$ cat src/rtl/vlogic_unit_if.sv
// Handshake and operand bundle for vlogic_unit.
// master drives operations and out_ready; slave is the unit.
interface vlogic_unit_if #(
    parameter int DATA_WIDTH = 64
);
    localparam int NB  = DATA_WIDTH / 8;
    localparam int VLW = $clog2(NB) + 1;

    logic                  in_valid;
    logic                  in_ready;
    logic [2:0]            op;
    logic [1:0]            sew;
    logic [VLW-1:0]        vl;
    logic                  mask_en;
    logic [NB-1:0]         mask;
    logic [DATA_WIDTH-1:0] operand_1;
    logic [DATA_WIDTH-1:0] operand_2;
    logic [DATA_WIDTH-1:0] old_dest;
    logic                  out_valid;
    logic                  out_ready;
    logic [DATA_WIDTH-1:0] result;
    logic                  busy;

    modport master (
        output in_valid, op, sew, vl, mask_en, mask,
               operand_1, operand_2, old_dest, out_ready,
        input  in_ready, out_valid, result, busy
    );

    modport slave (
        input  in_valid, op, sew, vl, mask_en, mask,
               operand_1, operand_2, old_dest, out_ready,
        output in_ready, out_valid, result, busy
    );
endinterface

$ cat src/rtl/vlogic_unit.sv
// Masked, vl-limited bitwise logic unit with a globally stalled pipeline.
// The merge is done before stage 0, so later stages only carry finished data.
module vlogic_unit #(
    parameter int DATA_WIDTH = 64,
    parameter int PIPE_DEPTH = 2
) (
    input logic         clk,
    input logic         rst_n,
    vlogic_unit_if.slave io
);
    localparam int NB = DATA_WIDTH / 8;
    localparam int IW = $clog2(NB);

    logic                  adv;
    logic [DATA_WIDTH-1:0] op_res;
    logic [DATA_WIDTH-1:0] merged;
    logic [IW-1:0]         eidx;
    logic                  act;

    logic [PIPE_DEPTH-1:0] valid_q, valid_d;
    logic [DATA_WIDTH-1:0] data_q [PIPE_DEPTH];
    logic [DATA_WIDTH-1:0] data_d [PIPE_DEPTH];

    assign adv          = !(valid_q[PIPE_DEPTH-1] && !io.out_ready);
    assign io.in_ready  = adv;
    assign io.out_valid = valid_q[PIPE_DEPTH-1];
    assign io.result    = data_q[PIPE_DEPTH-1];
    assign io.busy      = |valid_q;

    always_comb begin
        op_res = '0;
        case (io.op)
            3'b000:  op_res = io.operand_1 & io.operand_2;
            3'b001:  op_res = io.operand_1 | io.operand_2;
            3'b010:  op_res = io.operand_1 ^ io.operand_2;
            3'b011:  op_res = io.operand_1 & ~io.operand_2;
            3'b100:  op_res = ~(io.operand_1 & io.operand_2);
            3'b101:  op_res = ~(io.operand_1 | io.operand_2);
            3'b110:  op_res = ~(io.operand_1 ^ io.operand_2);
            default: op_res = io.operand_1 | ~io.operand_2;
        endcase
    end

    // Work per byte: a byte belongs to element (byte >> sew), which never
    // reaches E, so mask bits beyond the element count are never looked at.
    always_comb begin
        merged = '0;
        eidx   = '0;
        act    = 1'b0;
        for (int b = 0; b < NB; b++) begin
            eidx = IW'(b >> io.sew);
            act  = ({1'b0, eidx} < io.vl) && (!io.mask_en || io.mask[eidx]);
            merged[b*8 +: 8] = act ? op_res[b*8 +: 8] : io.old_dest[b*8 +: 8];
        end
    end

    always_comb begin
        valid_d = valid_q;
        for (int s = 0; s < PIPE_DEPTH; s++) data_d[s] = data_q[s];
        if (adv) begin
            valid_d[0] = io.in_valid;
            data_d[0]  = merged;
            for (int s = 1; s < PIPE_DEPTH; s++) begin
                valid_d[s] = valid_q[s-1];
                data_d[s]  = data_q[s-1];
            end
        end
    end

    always_ff @(posedge clk or negedge rst_n) begin
        if (!rst_n) begin
            valid_q <= '0;
            for (int s = 0; s < PIPE_DEPTH; s++) data_q[s] <= '0;
        end else begin
            valid_q <= valid_d;
            for (int s = 0; s < PIPE_DEPTH; s++) data_q[s] <= data_d[s];
        end
    end
endmodule

$ cat src/flat_wrapper.sv
// flat-port wrapper written by rule: the top's interface ports become plain ports
module vlogic_unit_flat 
#(
    parameter int DATA_WIDTH = 64,
    parameter int PIPE_DEPTH = 2
)
  (clk, rst_n, io_in_valid, io_op, io_sew, io_vl, io_mask_en, io_mask, io_operand_1, io_operand_2, io_old_dest, io_out_ready, io_in_ready, io_out_valid, io_result, io_busy);
  vlogic_unit_if #(.DATA_WIDTH(DATA_WIDTH)) io_i ();
  input logic clk;
  input logic rst_n;
  input wire logic [$bits(io_i.in_valid)-1:0] io_in_valid;
  input wire logic [$bits(io_i.op)-1:0] io_op;
  input wire logic [$bits(io_i.sew)-1:0] io_sew;
  input wire logic [$bits(io_i.vl)-1:0] io_vl;
  input wire logic [$bits(io_i.mask_en)-1:0] io_mask_en;
  input wire logic [$bits(io_i.mask)-1:0] io_mask;
  input wire logic [$bits(io_i.operand_1)-1:0] io_operand_1;
  input wire logic [$bits(io_i.operand_2)-1:0] io_operand_2;
  input wire logic [$bits(io_i.old_dest)-1:0] io_old_dest;
  input wire logic [$bits(io_i.out_ready)-1:0] io_out_ready;
  output wire logic [$bits(io_i.in_ready)-1:0] io_in_ready;
  output wire logic [$bits(io_i.out_valid)-1:0] io_out_valid;
  output wire logic [$bits(io_i.result)-1:0] io_result;
  output wire logic [$bits(io_i.busy)-1:0] io_busy;
  assign io_i.in_valid = io_in_valid;
  assign io_i.op = io_op;
  assign io_i.sew = io_sew;
  assign io_i.vl = io_vl;
  assign io_i.mask_en = io_mask_en;
  assign io_i.mask = io_mask;
  assign io_i.operand_1 = io_operand_1;
  assign io_i.operand_2 = io_operand_2;
  assign io_i.old_dest = io_old_dest;
  assign io_i.out_ready = io_out_ready;
  assign io_in_ready = io_i.in_ready;
  assign io_out_valid = io_i.out_valid;
  assign io_result = io_i.result;
  assign io_busy = io_i.busy;
  vlogic_unit #(.DATA_WIDTH(DATA_WIDTH), .PIPE_DEPTH(PIPE_DEPTH)) u_core (.clk(clk), .rst_n(rst_n), .io(io_i));
endmodule
$ cat config.mk
export PLATFORM = sky130hd
export DESIGN_NAME = vlogic_unit_flat
export DESIGN_NICKNAME = d
export VERILOG_FILES = /design/src/rtl/vlogic_unit_if.sv /design/src/rtl/vlogic_unit.sv /design/src/flat_wrapper.sv
export SDC_FILE = /design/constraint.sdc
export NUM_CORES = 1
export LEC_CHECK = 0
export ABC_AREA = 1
export CORE_MARGIN = 1
export CORE_UTILIZATION = 54
export DETAILED_ROUTE_END_ITERATION = 10
export PLACE_DENSITY_LB_ADDON = 0.05
export SYNTH_ARGS = -nofsm -noshare
export SYNTH_HDL_FRONTEND = slang
export SYNTH_SLANG_ARGS = --single-unit
$ cat constraint.sdc
create_clock -name clk -period 1.83 [get_ports clk]
set_clock_uncertainty 0.05 [all_clocks]
set_input_delay 0.183 -clock clk [delete_from_list [all_inputs] [get_ports clk]]
set_output_delay 0.183 -clock clk [all_outputs]
set_load 0.02 [all_outputs]
==> reports/qor.yml <==
die:
  row_count: 60
  die_w_um: 168
  coreArea_mm2: 0.0270
  io_pins: 281
  die-height_um: 168
  dieArea_mm2: 0.0282
  start_util: 0.551
critical_path:
  criticalPathCategory: "primary input to register"
  crit_chain: "clkdlybuf4s50_1, buf_4, nor2_4, nand2_1, inv_2, buf_12, buf_12, nand2_1, o21ai_1, nor2_1, nand3b_1, nand2_1, a21oi_1"
  arrival_ns: 2.04
  crit_top_cell: "nand2_1"
  crit_family: "buffers and inverters"
  crit_path_end_kind: "register"
  critPathMaxStageDelay_ns: 0.40
  cp_max_fo: 18
  critPathLaunchType: "primary input"
  crit_required_ns: 2.12
  critical_path.slowest_cell: "clkdlybuf4s50_1"
  critPathBufInv: 5
final_layout:
  final_util: 0.737
  final_cell_area_mm2: 0.0199
  final_cell_mix: "nand2_1 (721), clkdlybuf4s50_1 (274), ha_1 (263)"
  final_common_cell: "nand2_1"
  final_layout_size_suffix_gt1_frac: 0.121
  fin_cells: 2971
  nNetsFinal: 3094
  syn_to_final_growth_pct: 33.7
  fillCellCount: 2179
yosys:
  postSynth.asyncResetShare: 1.00
  syn_nets: 2742
  ys_seq_area_frac: 0.219
  syn_avg_cell_area_um2: 6.57
  synth_edf_count: 0
  synthCells: 2262
  yosys_warnings: 0
  yosys.area.top_type: "ha_1"
  ys.flop_type: "dfrtp_1"
  synth_top_area_frac: 0.224
  synth_cell_types: 34
  syn_area_mm2: 0.0149
  ys_ff_latch: 130
  synthTopCellsByArea: "ha_1 (22%), dfrtp_1 (22%), nand2_1 (18%)"
global_route:
  grt_pass1_wl_um: 76200
  antenna_found_initial: 5
  grt-ovfl-total: 0
  globalRouteMet1Util: 0.474
  grt_pass1_vias: 15000
  grt_max_degree: 118
  gr-usage-met3: 0.0423
  busiest_layer: "met2"
  groute.layer.met2.usage: 0.534
  track_usage: 0.337
route:
  drc: 0
  avgViaCountPerCell: 5.34
  routedWlPerCell_um: 16.0
  ant_nets: 0
  dr.pass1.iters: 7
  drt_wl_total_um: 47600
  dr_total_vias: 15900
  first_iter_violations: 1369
timing:
  whs_ns: 0.181
  slew-limit-headroom: 0.650
  tns_ns: 0
  achievable-frequency_mhz: 573
  grt_setup_unrepaired: "true"
  finalMaxSlewViolations: 0
  worst_slew_pin_slew_ns: 0.525
  fin_ws_ns: 0.0842
  setup_viol: 0
  period_share: 0.954
  finalCriticalPeriod_ns: 1.75
  hold_violations: 0
outcome:
  status: "completed"
pwr:
  ir_drop_mv: 0.579
  cellPowerDensity_mw_per_mm2: 634
  switching_power_mw: 4.68
  internal_power_mw: 7.92
  switching_share: 0.371
  combPwrFrac: 0.417
  seqPwrFrac: 0.312
  pwr-share-clk: 0.272
  p_leak_nw: 10.9
  totalPowerFinal_mw: 12.6
clocking:
  clock-root-buffer: "clkbuf_16"
  clk_pin_slew_worst_paths_ns: 0.06
  numCtsBuffers: 17
  cts_sinks: 130
  insertion_delay_ns: 0.41
  h-tree-depth: 4
  cts_tree: "built"
  cts_max_path_buffers: 2
placement:
  gp_congestion: 0.933
  dp_worst_setup_slack_ns: -0.583
  placedCellCount: 2934
  io_buffers: 280
  placedInstanceArea_mm2: 0.0191
  hpwl_um: 36900
worst_hold_path:
  hold_class: "primary input to asynchronous set/reset pin"
job:
  drv_cap: 0
==> per-layer routing <==
metal  routed length [um]  vias to the layer above
met1                21000                     7327
met3                 3970                       80
met2                21400                      702
met4                 1110                        4
li1                     -                     7746
met5                   23                        -
==> sequential cells by signal (all words and copies together), names as in the netlist <==
name,count
u_core.valid_q,2
u_core.data_q,64
u_core.io.result,64
==> final timing paths <==
kind	start	to	slack, ns	cells after the start
max	io_op[0]	u_core.data_q[78]	0.08	13
min	rst_n	u_core.io.result[5]	0.18	2
max in group asynchronous	rst_n	u_core.data_q[117]	1.00	3
min in group clk	io_in_valid	u_core.valid_q[0]	0.31	3
min reg2reg	u_core.data_q[78]	u_core.io.result[14]	0.41	2
max reg2reg	u_core.valid_q[1]	u_core.data_q[69]	0.34	5
==> Yosys cell counts, types with 3 or more instances <==
| master | instances |
|---|---|
| nand3b_1 | 31 |
| o21ai_0 | 54 |
| buf_6 | 3 |
| buf_1 | 7 |
| nand2_1 | 728 |
| nand4_1 | 84 |
| ha_1 | 266 |
| or2_0 | 15 |
| inv_2 | 9 |
| clkbuf_1 | 55 |
| or2_2 | 12 |
| o211ai_1 | 5 |
| buf_4 | 72 |
| nand3_1 | 153 |
| a21oi_1 | 80 |
| inv_1 | 245 |
| o21ai_1 | 9 |
| nand2_2 | 3 |
| nor2_1 | 233 |
| dfrtp_1 | 130 |
| o22ai_1 | 16 |
| buf_2 | 35 |
==> logic make-up (layout without fill, tap and decap cells) <==
kind of cell             after synthesis  after routing  share of synthesized area
adder cells (fa/ha/maj)              266            266                      0.224
AO/OA/AOI/OAI                        168            168                     0.0596
other                                  0              3                          0
AND/OR/NAND/NOR                     1271           1271                      0.367
buffers and inverters                427            792                      0.131
flip-flops                           130            130                      0.219
==> what timing repair did <==
action	in CTS	in global routing
setup endpoints to repair	49	53
hold buffers	1	0
endpoints found under the hold margin	130	0
pin swaps	0	1
buffers inserted	0	1
resized for setup	17	18
==> power groups by stage <==
| stage | Clock [mW] | Sequential, mW | Combinational (mW) |
|---|---|---|---|
| global placement | 0 | 3.94 | 5.02 |
| detailed placement | 0 | 3.96 | 5.14 |
| finish | 3.42 | 3.92 | 5.25 |
| global route | 3.56 | 4.00 | 5.76 |
| floorplan | 0 | 3.86 | 3.12 |
| CTS | 3.45 | 3.92 | 5.20 |
==> cell type report <==
class | count | area [um2] | area share
Inverter | 255 | 966 | 0.0486
Tap cell | 341 | 427 | 0.0215
Antenna cell | 3 | 7.51 | 0.000378
Sequential cell | 130 | 3250 | 0.164
Clock buffer | 19 | 433 | 0.0218
Multi-Input combinational cell | 1705 | 9770 | 0.492
Timing Repair Buffer | 505 | 4850 | 0.244
Clock inverter | 13 | 153 | 0.00769
(Power assumes the default switching activity.)
